$ cat config.mk
export PLATFORM = sky130hd
export DESIGN_NAME = stack_unit
export DESIGN_NICKNAME = d
export VERILOG_FILES = /design/src/rtl/stack_unit.sv
export SDC_FILE = /design/constraint.sdc
export NUM_CORES = 1
export LEC_CHECK = 0
export ABC_AREA = 0
export BUFFER_PORTS_ARGS = -buffer_cell sky130_fd_sc_hd__buf_2
export CAP_MARGIN = 40
export CORE_UTILIZATION = 55
export DETAILED_ROUTE_END_ITERATION = 7
export GPL_ROUTABILITY_DRIVEN = 0
export PLACE_DENSITY = 0.8
export SKIP_CTS_REPAIR_TIMING = 1
export SYNTH_ARGS = -nofsm -noshare
export SYNTH_HDL_FRONTEND = slang
export SYNTH_SLANG_ARGS = --single-unit
export TNS_END_PERCENT = 5
$ cat constraint.sdc
create_clock -name clk -period 2.8 [get_ports clk]
set_input_delay 0.28 -clock clk [delete_from_list [all_inputs] [get_ports clk]]
set_output_delay 0.28 -clock clk [all_outputs]
set_load 0.01 [all_outputs]
$ cat src/rtl/stack_unit.sv
// Bus-attached LIFO unit: push/pop/peek/clear/depth over a one-request-at-a-time handshake.
// Optional feature macro: STACK_HWM_EN (high-water mark register and HWM opcode).
//
// state | meaning
// IDLE  | ready for a request, o_ready=1
// READ  | synchronous read of top entry for POP/PEEK
// RESP  | response cycle, o_valid=1
module stack_unit #(
  parameter  int DEPTH = 16,
  localparam int PTR_W = $clog2(DEPTH + 1)
) (
  input  logic        clk,
  input  logic        reset,
  input  logic        i_valid,
  input  logic [3:0]  i_unit_id,
  input  logic [3:0]  i_command,
  input  logic [15:0] i_data,
  output logic        o_ready,
  output logic        o_valid,
  output logic [15:0] o_data,
  output logic [3:0]  o_error,
  output logic        o_full,
  output logic        o_empty
);

  localparam int ADDR_W = $clog2(DEPTH);
  localparam logic [PTR_W-1:0] DEPTH_C = PTR_W'(DEPTH);

  localparam logic [3:0] ID_STACK      = 4'h4;
  localparam logic [3:0] ERR_NONE      = 4'h0;
  localparam logic [3:0] ERR_INV_INPUT = 4'h1;

  localparam logic [3:0] CMD_NOP   = 4'd0;
  localparam logic [3:0] CMD_PUSH  = 4'd1;
  localparam logic [3:0] CMD_POP   = 4'd2;
  localparam logic [3:0] CMD_PEEK  = 4'd3;
  localparam logic [3:0] CMD_CLEAR = 4'd4;
  localparam logic [3:0] CMD_DEPTH = 4'd5;
`ifdef STACK_HWM_EN
  localparam logic [3:0] CMD_HWM   = 4'd6;
`endif

  typedef enum logic [1:0] {
    IDLE = 2'd0,
    READ = 2'd1,
    RESP = 2'd2
  } state_t;

  state_t             state;
  logic [PTR_W-1:0]   count;
  logic               pop_q;
  logic [15:0]        mem [DEPTH];

  logic               accept;
  logic               full_now;
  logic               empty_now;
  logic [ADDR_W-1:0]  wr_idx;
  logic [ADDR_W-1:0]  top_idx;

`ifdef STACK_HWM_EN
  logic [PTR_W-1:0]   hwm;
`endif

  function automatic logic [15:0] zext(input logic [PTR_W-1:0] v);
    return 16'(v);
  endfunction

  assign accept    = i_valid && o_ready && (i_unit_id == ID_STACK);
  assign full_now  = (count == DEPTH_C);
  assign empty_now = (count == '0);
  // When full, the low bits wrap to 0 and top_idx lands on DEPTH-1 as needed.
  assign wr_idx    = count[ADDR_W-1:0];
  assign top_idx   = wr_idx - ADDR_W'(1);

  // Storage has no reset; a stale top is never exposed because count gates reads.
  always_ff @(posedge clk) begin
    if (!reset && accept && (i_command == CMD_PUSH) && !full_now) begin
      mem[wr_idx] <= i_data;
    end
  end

  always_ff @(posedge clk) begin
    if (reset) begin
      state   <= IDLE;
      count   <= '0;
      pop_q   <= 1'b0;
      o_ready <= 1'b1;
      o_valid <= 1'b0;
      o_data  <= '0;
      o_error <= ERR_NONE;
      o_empty <= 1'b1;
      o_full  <= 1'b0;
`ifdef STACK_HWM_EN
      hwm     <= '0;
`endif
    end else begin
      o_empty <= empty_now;
      o_full  <= full_now;
      o_valid <= 1'b0;
`ifdef STACK_HWM_EN
      if (count > hwm) hwm <= count;
`endif
      case (state)
        IDLE: begin
          if (accept) begin
            o_ready <= 1'b0;
            o_valid <= 1'b1;
            o_data  <= '0;
            o_error <= ERR_NONE;
            state   <= RESP;
            case (i_command)
              CMD_NOP: ;
              CMD_PUSH: begin
                if (!full_now) count   <= count + PTR_W'(1);
                else           o_error <= ERR_INV_INPUT;
              end
              CMD_POP, CMD_PEEK: begin
                if (!empty_now) begin
                  state   <= READ;
                  o_valid <= 1'b0;
                  pop_q   <= (i_command == CMD_POP);
                end else begin
                  o_error <= ERR_INV_INPUT;
                end
              end
              CMD_CLEAR: begin
                count  <= '0;
                o_data <= zext(count);
              end
              CMD_DEPTH: o_data <= zext(count);
`ifdef STACK_HWM_EN
              CMD_HWM:   o_data <= zext(hwm);
`endif
              default:   o_error <= ERR_INV_INPUT;
            endcase
          end
        end
        READ: begin
          o_data  <= mem[top_idx];
          o_valid <= 1'b1;
          state   <= RESP;
          if (pop_q) count <= count - PTR_W'(1);
        end
        RESP: begin
          state   <= IDLE;
          o_ready <= 1'b1;
        end
        default: begin
          state   <= IDLE;
          o_ready <= 1'b1;
        end
      endcase
    end
  end

endmodule

==> results.md, run 1 <==
- The dominant combinational cell family by area after synthesis is multiplexers.
- The transition time at the pin with the least slew margin is 0.867 ns.
- On the final layout, the worst clock skew is 0.00728 ns.
- In this run the number of H-tree levels came out at 1.
- The overall fraction of global-route tracks in use is between 20% and 30%.
- The number of enable-type register cells in the synthesized netlist is between 200 and 300.
- The final instance area is 13,100 um^2.
- The synthesized netlist devotes 5.29% of its cell area to simple gates.
- Leaving out fill and tap cells, the most frequent cell in the layout is edfxtp_1.
- The standard cell with the maximum stage delay on the critical path is nor4_2.
- TritonCTS built the clock tree.
- The category of the most critical setup path is flip-flop to flip-flop.
- The deepest clock path buffer count is 3.
- The number of DRC violations after detailed-routing iteration 0 is 678.
- For met3 alone, demand over resource in global routing was roughly 4.5%.
- The first-pass iteration count of the detailed router is 5.
- Dividing total power by cell area gives a power density of 653 nW/um^2.
- The share of final-layout standard cells stronger than drive strength 1 is 33.0%.
- Clock latency on the worst-skew pair, taken at its later pin, is 0.54 ns.
- The vias after detailed routing is 6,149.
- The run finished with clean final reports.
- For this block, the routed nets add up to about 25,000 um of wire.
- Subtracting the final worst setup slack from the clock period gives about 2.7 ns.
- The core region is just over 20,000 um^2.
- The multiplexer fraction of the synthesized cell area is 14.0%.
- The most used flip-flop cell after synthesis is edfxtp_1.
- The residual overflow from global routing is 0.
- Entering global routing, the biggest net connects 43 pins.
- The end-of-flow core utilization is 64.5%.
- The number of failing hold endpoints at the final stage is 0.
- The wire length of the first global-routing pass is 37,900 um.
- The post-synthesis register bit count is 285.
- Including well taps, the total number of placed cells is about 900.
- The adder-cell share of the synthesized area is 0.547%.
- The worst setup margin is approximately 0.13 ns.
- Relative to the synthesized area, the layout overhead comes to 14.4%.
- Of all nets on the critical path, the largest fanout is 16.
- The total I/O pin count is ~50.
- Of the available clock period, the critical path in the final layout requires 95.2%.
- The complex-gate fraction of the synthesized area is 5.42%.
- The mapped netlist covers 11,400 um^2.
- Summed over all cells, the static leakage comes to 4.17 nW.
- Setup repair after global routing left no endpoint under its margin.
- The height of the chip is ~150 um.
- The clock-pin slew of the registers on the worst-case setup and hold paths is around 0.06 ns.
- The overall die area is 21,400 um^2.
- The global routing stage identified its most utilized layer as met2.
- The global-route track usage on met1 is 32.3%.
- The number of distinct library cell variants in the gate-level netlist after synthesis is 57.
- Buffers placed on the I/O ports in this run total 47.
- The relative slew slack is 41.4%.
- The final count of negative-setup-slack endpoints is 0.
- The worst setup slack before clock tree synthesis is 0.161 ns.
- The data arrival time of the worst path is 2.88 ns.
- The per-cell routed wire length is about 25 um.
- The endpoint class of the critical path is a flip-flop.
- The effective utilization at floorplan is between 50% and 60%.
- The met2 global-route usage is 38.6%.
- The number of antenna diodes in the final layout is 0.
- The number of warnings printed during yosys synthesis is 0.
- The total placed instance area is 12,100 um^2.
- The detail route stage leaves a number of antenna-violating nets equal to 0.
- The number of max-capacitance violations reported is 0.
- The number of sinks on the clock net is 285.
- The signal on the critical path passes through inv_1, ha_2, nor4bb_1, nor4_2, nand3b_1, nor2_1, buf_4.
- The highest achievable clock rate is 375 MHz.
- The number of global-route vias before repair is 6,414.
- The buffer and inverter count on the worst path is 2.
- Summing the sequential cell areas from Yosys gives 72.3% of the chip area.
- Of all cell types, the one taking the most synthesized area is edfxtp_1.
- The total CTS buffers is 28.
- Measured along the x axis, the die boundary spans 146 um.
- In the synthesized netlist, the number of instances is 598.
- IR analysis of the VDD net gives a maximum drop of 0.569 mV.
- The family with the most delay on the worst path is simple AND/OR/NAND/NOR gates.
- The worst hold path belongs to the class input pin to flip-flop.
- The maximum cell stage delay along the critical path is 0.58 ns.
- The number of antenna violations at the first check in global routing is 0.
- The filler-free cell count of the finished design is a little under 1,000.
- The async set-reset flop share out of synthesis is 0%.
- In the layout the commonest cells are edfxtp_1, mux4_2, buf_2.
- Clock tree synthesis selected as its root buffer the cell clkbuf_16.
- At the worst endpoint, the required time is 3.01 ns.
- The total count of max-transition violations in the final report is 0.
- The site row count is 52.
- The startpoint kind of the worst setup timing path is a flip-flop.
- Summing the areas of all xor and xnor instances in the mapped netlist gives 0.142% of the synthesized area.
- After synthesis, the largest area contributor takes up 67.2% of total cell area.
- The number of vias per cell after detailed routing is 6.35.
- The post-detailed-route DRC marker count is 0.
- For this run, the post-layout net count is 709.
- The sum of net half-perimeters after detailed placement is 15,300 um.
- The average instance in the mapped netlist occupies between 15 and 20 um^2.
- Yosys attributes the largest share of cell area to edfxtp_1, mux4_2, dfxtp_1, mux2_2, a21oi_1.
==> path summary, 6_finish.rpt <==
| path | startpoint | end | slack, ns | depth (start not counted) |
|---|---|---|---|---|
| worst min register to register | o_data[9]$_SDFFE_PP0P_ | o_data[9]$_SDFFE_PP0P_ | 0.50 | 1 |
| worst min-delay path | i_command[0] | pop_q$_SDFFE_PP0P_ | 0.006 | 2 |
| worst max register to register | count[0]$_SDFFE_PP0P_ | mem[12][13]$_DFFE_PP_ | 0.13 | 7 |
| worst max-delay path | count[0]$_SDFFE_PP0P_ | mem[12][13]$_DFFE_PP_ | 0.13 | 7 |
==> sequential cells by signal (all words and copies together) (netlist names) <==
| register | cells |
|---|---|
| count | 5 |
| mem | 256 |
| o_data | 16 |
| o_empty | 1 |
| o_error | 1 |
| o_full | 1 |
| o_ready | 1 |
| o_valid | 1 |
| pop_q | 1 |
| state | 2 |
==> cells in the mapped netlist, types with 3 or more instances <==
master	count
edfxtp_1	256
mux4_2	64
dfxtp_1	29
a21oi_1	25
nor2_1	25
o21ai_0	18
clkbuf_1	17
nand3_1	14
mux2_2	12
a221o_1	11
nand2_1	8
nor2b_1	8
buf_4	7
buf_2	6
buf_6	6
nand3b_1	6
a211oi_1	5
ha_1	5
inv_1	5
nand2b_1	5
nor3b_1	5
nor3_1	4
nor4b_2	4
a2111oi_0	3
a311oi_1	3
a31oi_1	3
mux2i_1	3
nand4bb_1	3
nor4_2	3
nor4b_1	3
==> metal layers <==
layer	vias up	wire length, um
met5	-	0
met4	0	880
met3	78	2100
met2	365	12200
met1	3076	9500
li1	2630	-
==> worst register-to-register path, stage by stage (launching register included) <==
cell,delay [ns]
dfxtp_4,0.42
inv_1,0.10
ha_2,0.23
nor4bb_1,0.17
nor4_2,0.58
nand3b_1,0.31
nor2_1,0.20
buf_4,0.32
==> where the power goes <==
group | leakage [nW] | internal, W | switching [W]
registers | 2.53 | 0.00463 | 0.00000169
clock network | 0.455 | 0.00223 | 0.00155
logic | 1.18 | 0.0000408 | 0.000103
total | 4.17 | 0.00689 | 0.00165
==> area by class of cell <==
cell class,count,area (um^2)
sequential,285,8270
fill,1303,7210
multi-input combinational,272,2950
clock buffer,37,774
timing repair buffer,85,571
tap,270,338
clock inverter,14,166
inverter,5,18.8
==> stage by stage <==
stage / hold slack [ns] / power [W] / TNS [ns]
6_report: 0.00565 / 0.00854 / 0
5_1_grt: 0.0130 / 0.00876 / 0
4_1_cts: -0.00544 / 0.00859 / 0
3_5_place_dp: 0.477 / 0.00486 / 0
3_3_place_gp: 0.474 / 0.00485 / 0
2_1_floorplan: 0.379 / 0.00478 / -40.64
==> cell families after synthesis <==
family / after synthesis
XOR/XNOR: 1
buffers and inverters: 43
other: 1
AO/OA/AOI/OAI: 87
multiplexers: 79
AND/OR/NAND/NOR: 97
flip-flops: 285
adder cells (fa/ha/maj): 5
No activity file was read; power rests on OpenSTA's default activity.
==> inputs of run 2 (changes only) <==
Settings changed: CORE_UTILIZATION 55 to 30, PLACE_DENSITY 0.8 to 0.51.
==> results.md, run 2 (synthesized netlist as in run 1, its figures left out) <==
- For this run, the number of standard cells in the final layout without fillers is around 1,200.
- The worst setup slack before clock tree synthesis is between 0.08 and 0.09 ns.
- The shortest clock period the worst path allows after layout is 2.38 ns.
- The floorplan step set the die height to 197 um.
- Of the total power, the share spent switching nets is roughly a fifth.
- The sum of net half-perimeters after detailed placement is 17,500 um.
- Global routing used roughly 14% of the available tracks across all layers.
- The core outline area is 37,600 um^2.
- The first-pass iteration count of the detailed router is 5.
- The combinational cell fraction of total power is 1.8%.
- The register with the most flip-flops is mem.
- The deepest clock path buffer count is 3.
- The transition time at the pin with the least slew margin is 0.769 ns.
- The effective utilization at floorplan is a little under a third.
- The first global-routing pass estimated 39,800 um of wire.
- The library cells used most frequently in the layout, excluding fill and tap cells, are edfxtp_1, mux4_2, buf_2.
- The logic depth of the worst register-to-register path is 5.
- After clock tree synthesis, the clock-pin slew on the worst setup and hold paths is around 0.060 ns.
- In the routed layout, each cell is associated on average with a via count of 4.87.
- The highest net fanout along the worst path is 12.
- The highest ir drop seen on vdd is ~0.45 mV.
- The final wirelength is around 27,000 um.
- In the final layout, the registers with the most flip-flops are mem: 256 flops, o_data: 16 flops, count: 5 flops.
- Setup repair after global routing left no endpoint under its margin.
- Measured against its own limit, the worst slew margin works out to about half.
- The met3 demand-to-capacity share in global routing is under 10%.
- Traced cell by cell, the critical path runs through buf_4, or4_4, nand2_2, mux2_2, a221o_1.
- The final instance area is 13,600 um^2.
- The path length in cells of the critical path is 5.
- TritonCTS built the clock tree.
- On the critical path the largest part of the delay comes from simple AND/OR/NAND/NOR gates.
- Along the worst hold path, the cell count comes to 3.
- The post-detailed-route DRC marker count is 0.
- Across all setup checks in the final design, the least slack found is 0.418 ns.
- The total count of max-transition violations in the final report came to 0.
- The largest individual stage delay along the critical path comes from the cell or4_4.
- In this run the power density over the cells is 633 nW/um^2.
- The total overflow left after global routing is 0.
- In this run the count of I/O pins placed on the die edge is 51.
- The number of antenna diodes in the final layout is 0.
- In this run the core area contains 71 standard-cell rows.
- The share of final-layout standard cells stronger than drive strength 1 is 33.9%.
- The antenna violation net count after detailed routing is 0.
- The overall die area is 38,900 um^2.
- Cell internal power was estimated by the tool at slightly below 0.007 W.
- The maximum cell stage delay along the critical path is 0.66 ns.
- After the last flow step, the layout net total stands at 718.
- The routed layout has 5,942 vias.
- Global routing consumed, on the met1 layer, 18.2% of the routing resources.
- The most common cell after layout, fill and taps aside is edfxtp_1.
- The highest achievable clock rate is 420 MHz.
- The H-tree level count is 1.
- The layer flagged by global routing as most heavily used is met2.
- The clock network fraction of total power is 44.3%.
- The part of the power in registers is 53.9%.
- The end-of-flow core utilization is 36.1%.
- The tool flagged a number of max-cap violations equal to 0.
- Clock skew on the completed layout was measured at 0.0110 ns.
- The number of global-route vias before repair is 6,269.
- Entering global routing, the biggest net connects between 50 and 60 pins.
- In the finished design, the share of the clock period the worst path needs comes to 85.1%.
- The worst min-delay path class is input pin to flip-flop.
- CTS saw 285 sinks.
- The number of failing hold endpoints at the final stage is 0.
- The number of flip-flops under the largest register name is 256.
- The flow ran to the end, and the final reports show no timing, DRC or antenna violations.
- The final count of negative-setup-slack endpoints is 0.
- The data arrival time of the worst path is 2.82 ns.
- The leakage power total is 4.24 nW.
- For met2 alone, demand over resource in global routing was 23.9%.
- The number of buffers added on ports is 47.
- The total CTS buffers is 29.
- The clock insertion delay at the later pin of the skew report is 0.55 ns.
- The required time at the endpoint of the critical path is between 3 and 4 ns.
- In this run, the number of DRC markers left after iteration 0 of detailed routing was 365.
- The startpoint kind of the worst setup timing path is a flip-flop.
- The total placed cells including tap cells is 1,164.
- The buffer and inverter count on the worst path is 1.
- In the final timing run, aggregate negative setup slack is 0 ns.
- From synthesis to final layout, the design area changed by 18.6%.
- The number of antenna violations at the first check in global routing is 0.
- The die is 197 um wide.
- By startpoint and endpoint, the worst setup path is classified as flip-flop to flip-flop.
- Summing all placed instances gives a cell area of 12,600 um^2.
- The endpoint class of the critical path is a flip-flop.
- In the final routed layout, each cell accounts on average for 21.8 um.
- The net switching power figure is 0.00168 W.
- The tree is rooted in a clkbuf_16.
==> run 2: worst paths after layout <==
check / start / end / slack, ns
max: count[1]$_SDFFE_PP0P_ / o_data[5]$_SDFFE_PP0P_ / 0.42
max reg2reg: count[1]$_SDFFE_PP0P_ / o_data[5]$_SDFFE_PP0P_ / 0.42
min: i_command[1] / o_error[0]$_SDFFE_PP0P_ / 0.09
min reg2reg: o_ready$_SDFFE_PP1P_ / o_ready$_SDFFE_PP1P_ / 0.50
==> run 2: metal layers <==
metal / wire (um) / share of wire, %
met1: 11500 / 43
met2: 13300 / 50
met3: 1310 / 4.9
met4: 459 / 1.7
met5: 0 / 0
==> run 2: worst register-to-register path: stages, from the launching register on <==
cell	delay, ns
dfxtp_1	0.31
buf_4	0.17
or4_4	0.66
nand2_2	0.38
mux2_2	0.43
a221o_1	0.32
==> run 2: final cells by class <==
class	count	area, um^2
multi-input cells	272	2950
well taps	511	639
repair buffers	93	721
fillers	3480	24000
inverters	5	18.8
flip-flops and latches	285	8270
clock buffers	42	865
clock inverters	12	97.6
==> run 2: per-stage QoR <==
step           hold WS (ns)  power, W
3_3_place_gp          0.489   0.00487
4_1_cts             -0.0309   0.00869
6_report             0.0866   0.00859
2_1_floorplan         0.379   0.00478
5_1_grt              0.0735   0.00885
3_5_place_dp          0.497   0.00488
==> run 2: power by group through the flow <==
stage	sequential, W	clock, W	combinational [W]
3_3_place_gp	0.00472	0	0.000150
4_1_cts	0.00463	0.00390	0.000157
6_report	0.00463	0.00380	0.000154
3_5_place_dp	0.00472	0	0.000156
5_1_grt	0.00463	0.00406	0.000168
2_1_floorplan	0.00472	0	0.0000536
==> inputs of run 3 (changes only) <==
==> constraint.sdc (replaced) <==
create_clock -name clk -period 2.8 [get_ports clk]
set_input_delay 0.56 -clock clk [delete_from_list [all_inputs] [get_ports clk]]
set_output_delay 0.56 -clock clk [all_outputs]
set_load 0.01 [all_outputs]
==> results.md, run 3 (synthesized netlist as in run 1, its figures left out) <==
- The H-tree level count is 1.
- The worst setup path is launched from a flip-flop.
- The highest net fanout along the worst path is 14.
- The final count of negative-setup-slack endpoints is 0.
- The worst setup slack before clock tree synthesis is ~0.038 ns.
- The number of global-route vias before repair was 6,187.
- Combinational cells account for 1.8% of the total power.
- The worst hold path belongs to the class input pin to flip-flop.
- The family with the most delay on the worst path is adder cells.
- For this run, the post-layout net count is 721.
- The power per cell area is 646 nW/um^2.
- The most common cell after layout, fill and taps aside is edfxtp_1.
- The clock network fraction of total power is between 40% and 50%.
- The worst register-to-register path has a setup slack of 0.15 ns.
- The horizontal die dimension is 197 um.
- The data arrival time of the worst path is roughly 3 ns.
- The worst setup margin is 0.153 ns.
- The final hold slack is 0.271 ns.
- The share of final-layout standard cells stronger than drive strength 1 is 34.2%.
- Before antenna repair, the detailed router went through 5 iterations.
- The number of failing hold endpoints at the final stage is 0.
- The buffer and inverter count on the worst path is 2.
- The worst hold path begins at i_command[0].
- The residual overflow from global routing is 0.
- The transition time at the pin with the least slew margin is 1.00 ns.
- The clock passes through at most 3 buffers.
- The highest achievable clock rate is 378 MHz.
- The slowest stage of the critical path belongs to the cell ha_2.
- The number of vias per cell after detailed routing is 4.91.
- The overall fraction of global-route tracks in use is 14.3%.
- The number of flip-flops under the largest register name is 256.
- The repair_antennas step left the layout with diodes totalling 0.
- The clock net in this run drives a total of 285 sinks.
- The relative slew slack is 32.6%.
- The post-detailed-route DRC marker count is 0.
- The maximum cell stage delay along the critical path is 0.61 ns.
- For this configuration, the core starts out at a cell density of between 30% and 40%.
- In the layout the commonest cells are edfxtp_1, mux4_2, buf_2.
- In this run switching power makes up 20.3% of total power.
- For hold timing, the worst endpoint is pop_q$_SDFFE_PP0P_.
- The master cell of the clock root buffer is clkbuf_16.
- Wires add up to roughly 28,000 um.
- The clock insertion delay at the later pin of the skew report is ~0.57 ns.
- The worst setup path is captured at a flip-flop.
- The total count of max-transition violations in the final report was 0.
- The TritonCTS clock tree is built.
- The worst hold path was traced through 2 stages.
- The site row count is ~70.
- The setup path with the least slack is of type flip-flop to flip-flop.
- The critical path goes through inv_1, ha_2, buf_4, mux4_2, a2111oi_1, nor4b_2.
- The antenna violation net count after detailed routing is 0.
- The HPWL after detailed placement is approximately 18,000 um.
- From synthesis to final layout, the design area changed by 19.0%.
- At the worst endpoint, the required time is ~3.2 ns.
- The total CTS buffers is 30.
- The number of antenna violations at the first check in global routing is 2.
- The floorplan step defined a die boundary enclosing 38,900 um^2.
- The die is 197 um tall.
- After detailed routing, the average wire length per cell comes to 22.5 um.
- The highest ir drop seen on vdd is 0.464 mV.
- The part of the power in registers is 52.6%.
- The register with the most flip-flops is mem.
- The flow ran to the end, and the final reports show no timing, DRC or antenna violations.
- Clock-pin slew was measured on the worst setup and hold paths at approximately 0.070 ns.
- The logic depth of the worst register-to-register path is 6.
- The total I/O pin count is 51.
- The number of max-capacitance violations reported is 0.
- After layout, the minimum clock period comes to approximately 2.6 ns.
- The vias after detailed routing is around 6,000.
- The largest registers in the layout are mem: 256 flops, o_data: 16 flops, count: 5 flops.
- The leakage power total is approximately 4.3 nW.
- The cell-internal power is 0.00701 W.
- The number of DRC violations after detailed-routing iteration 0 is 378.
- In this run the critical register-to-register path is launched from count[0]$_SDFFE_PP0P_.
- Counting the fill cells in the layout gives roughly 3,500.
- The wire length of the first global-routing pass is 40,800 um.
- The maximum clock skew at final layout is 0.0188 ns.
- The net switching power figure is ~0.0018 W.
- The post-route fraction of the period consumed by the critical path is 94.5%.
- The count of buffers added on input and output ports is 47.
- The largest net degree at the start of global routing is 68.
- The core outline area is 37,600 um^2.
- In this run the critical register-to-register path is captured at o_data[2]$_SDFFE_PP0P_.
- Setup repair after global routing left no endpoint under its margin.
## run 3: worst max path at each step
stage	from	slack [ns]	to	cells after the start
floorplan	count[0]$_SDFFE_PP0P_	-0.17	mem[12][0]$_DFFE_PP_	9
global placement	i_command[1]	0.05	mem[6][4]$_DFFE_PP_	7
detailed placement	i_command[1]	0.04	mem[6][4]$_DFFE_PP_	7
CTS	count[0]$_SDFFE_PP0P_	0.07	o_data[2]$_SDFFE_PP0P_	6
global route	count[0]$_SDFFE_PP0P_	0.03	o_data[2]$_SDFFE_PP0P_	6
finish	count[0]$_SDFFE_PP0P_	0.15	o_data[2]$_SDFFE_PP0P_	6
## run 3: per-layer routing
layer  vias to the layer above  track usage [%]  routed length (um)
met5                         -                0                   0
met4                         0             2.76                 469
met3                        34             1.86                1240
met2                       164             23.6               13200
met1                      3163             20.3               12700
li1                       2648                -                   -
## run 3: power by group through the flow
stage / clock (W) / combinational (W) / sequential (W)
floorplan: 0 / 0.0000536 / 0.00472
global placement: 0 / 0.000155 / 0.00472
detailed placement: 0 / 0.000162 / 0.00472
CTS: 0.00409 / 0.000162 / 0.00463
global route: 0.00424 / 0.000172 / 0.00463
finish: 0.00401 / 0.000159 / 0.00463
## run 3: final cells by class
| type | instances | area (um^2) | area share, % |
|---|---|---|---|
| inverter | 5 | 18.8 | 0.138 |
| sequential | 285 | 8270 | 60.8 |
| timing repair buffer | 95 | 708 | 5.20 |
| multi-input combinational | 272 | 2950 | 21.7 |
| clock inverter | 14 | 165 | 1.21 |
| tap | 511 | 639 | 4.70 |
| clock buffer | 42 | 856 | 6.29 |
## run 3: stage by stage
stage          total power, W  area [um^2]  TNS [ns]  utilization [%]  cells
3_5_place_dp          0.00488        12600         0             33.5   1168
5_1_grt               0.00904        13600         0             36.2   1224
2_1_floorplan         0.00478        11400    -40.64                -    600
3_3_place_gp          0.00488        12600         0             33.5   1168
4_1_cts               0.00888        13600         0             36.2   1224
6_report              0.00879        13600         0             36.2   1224
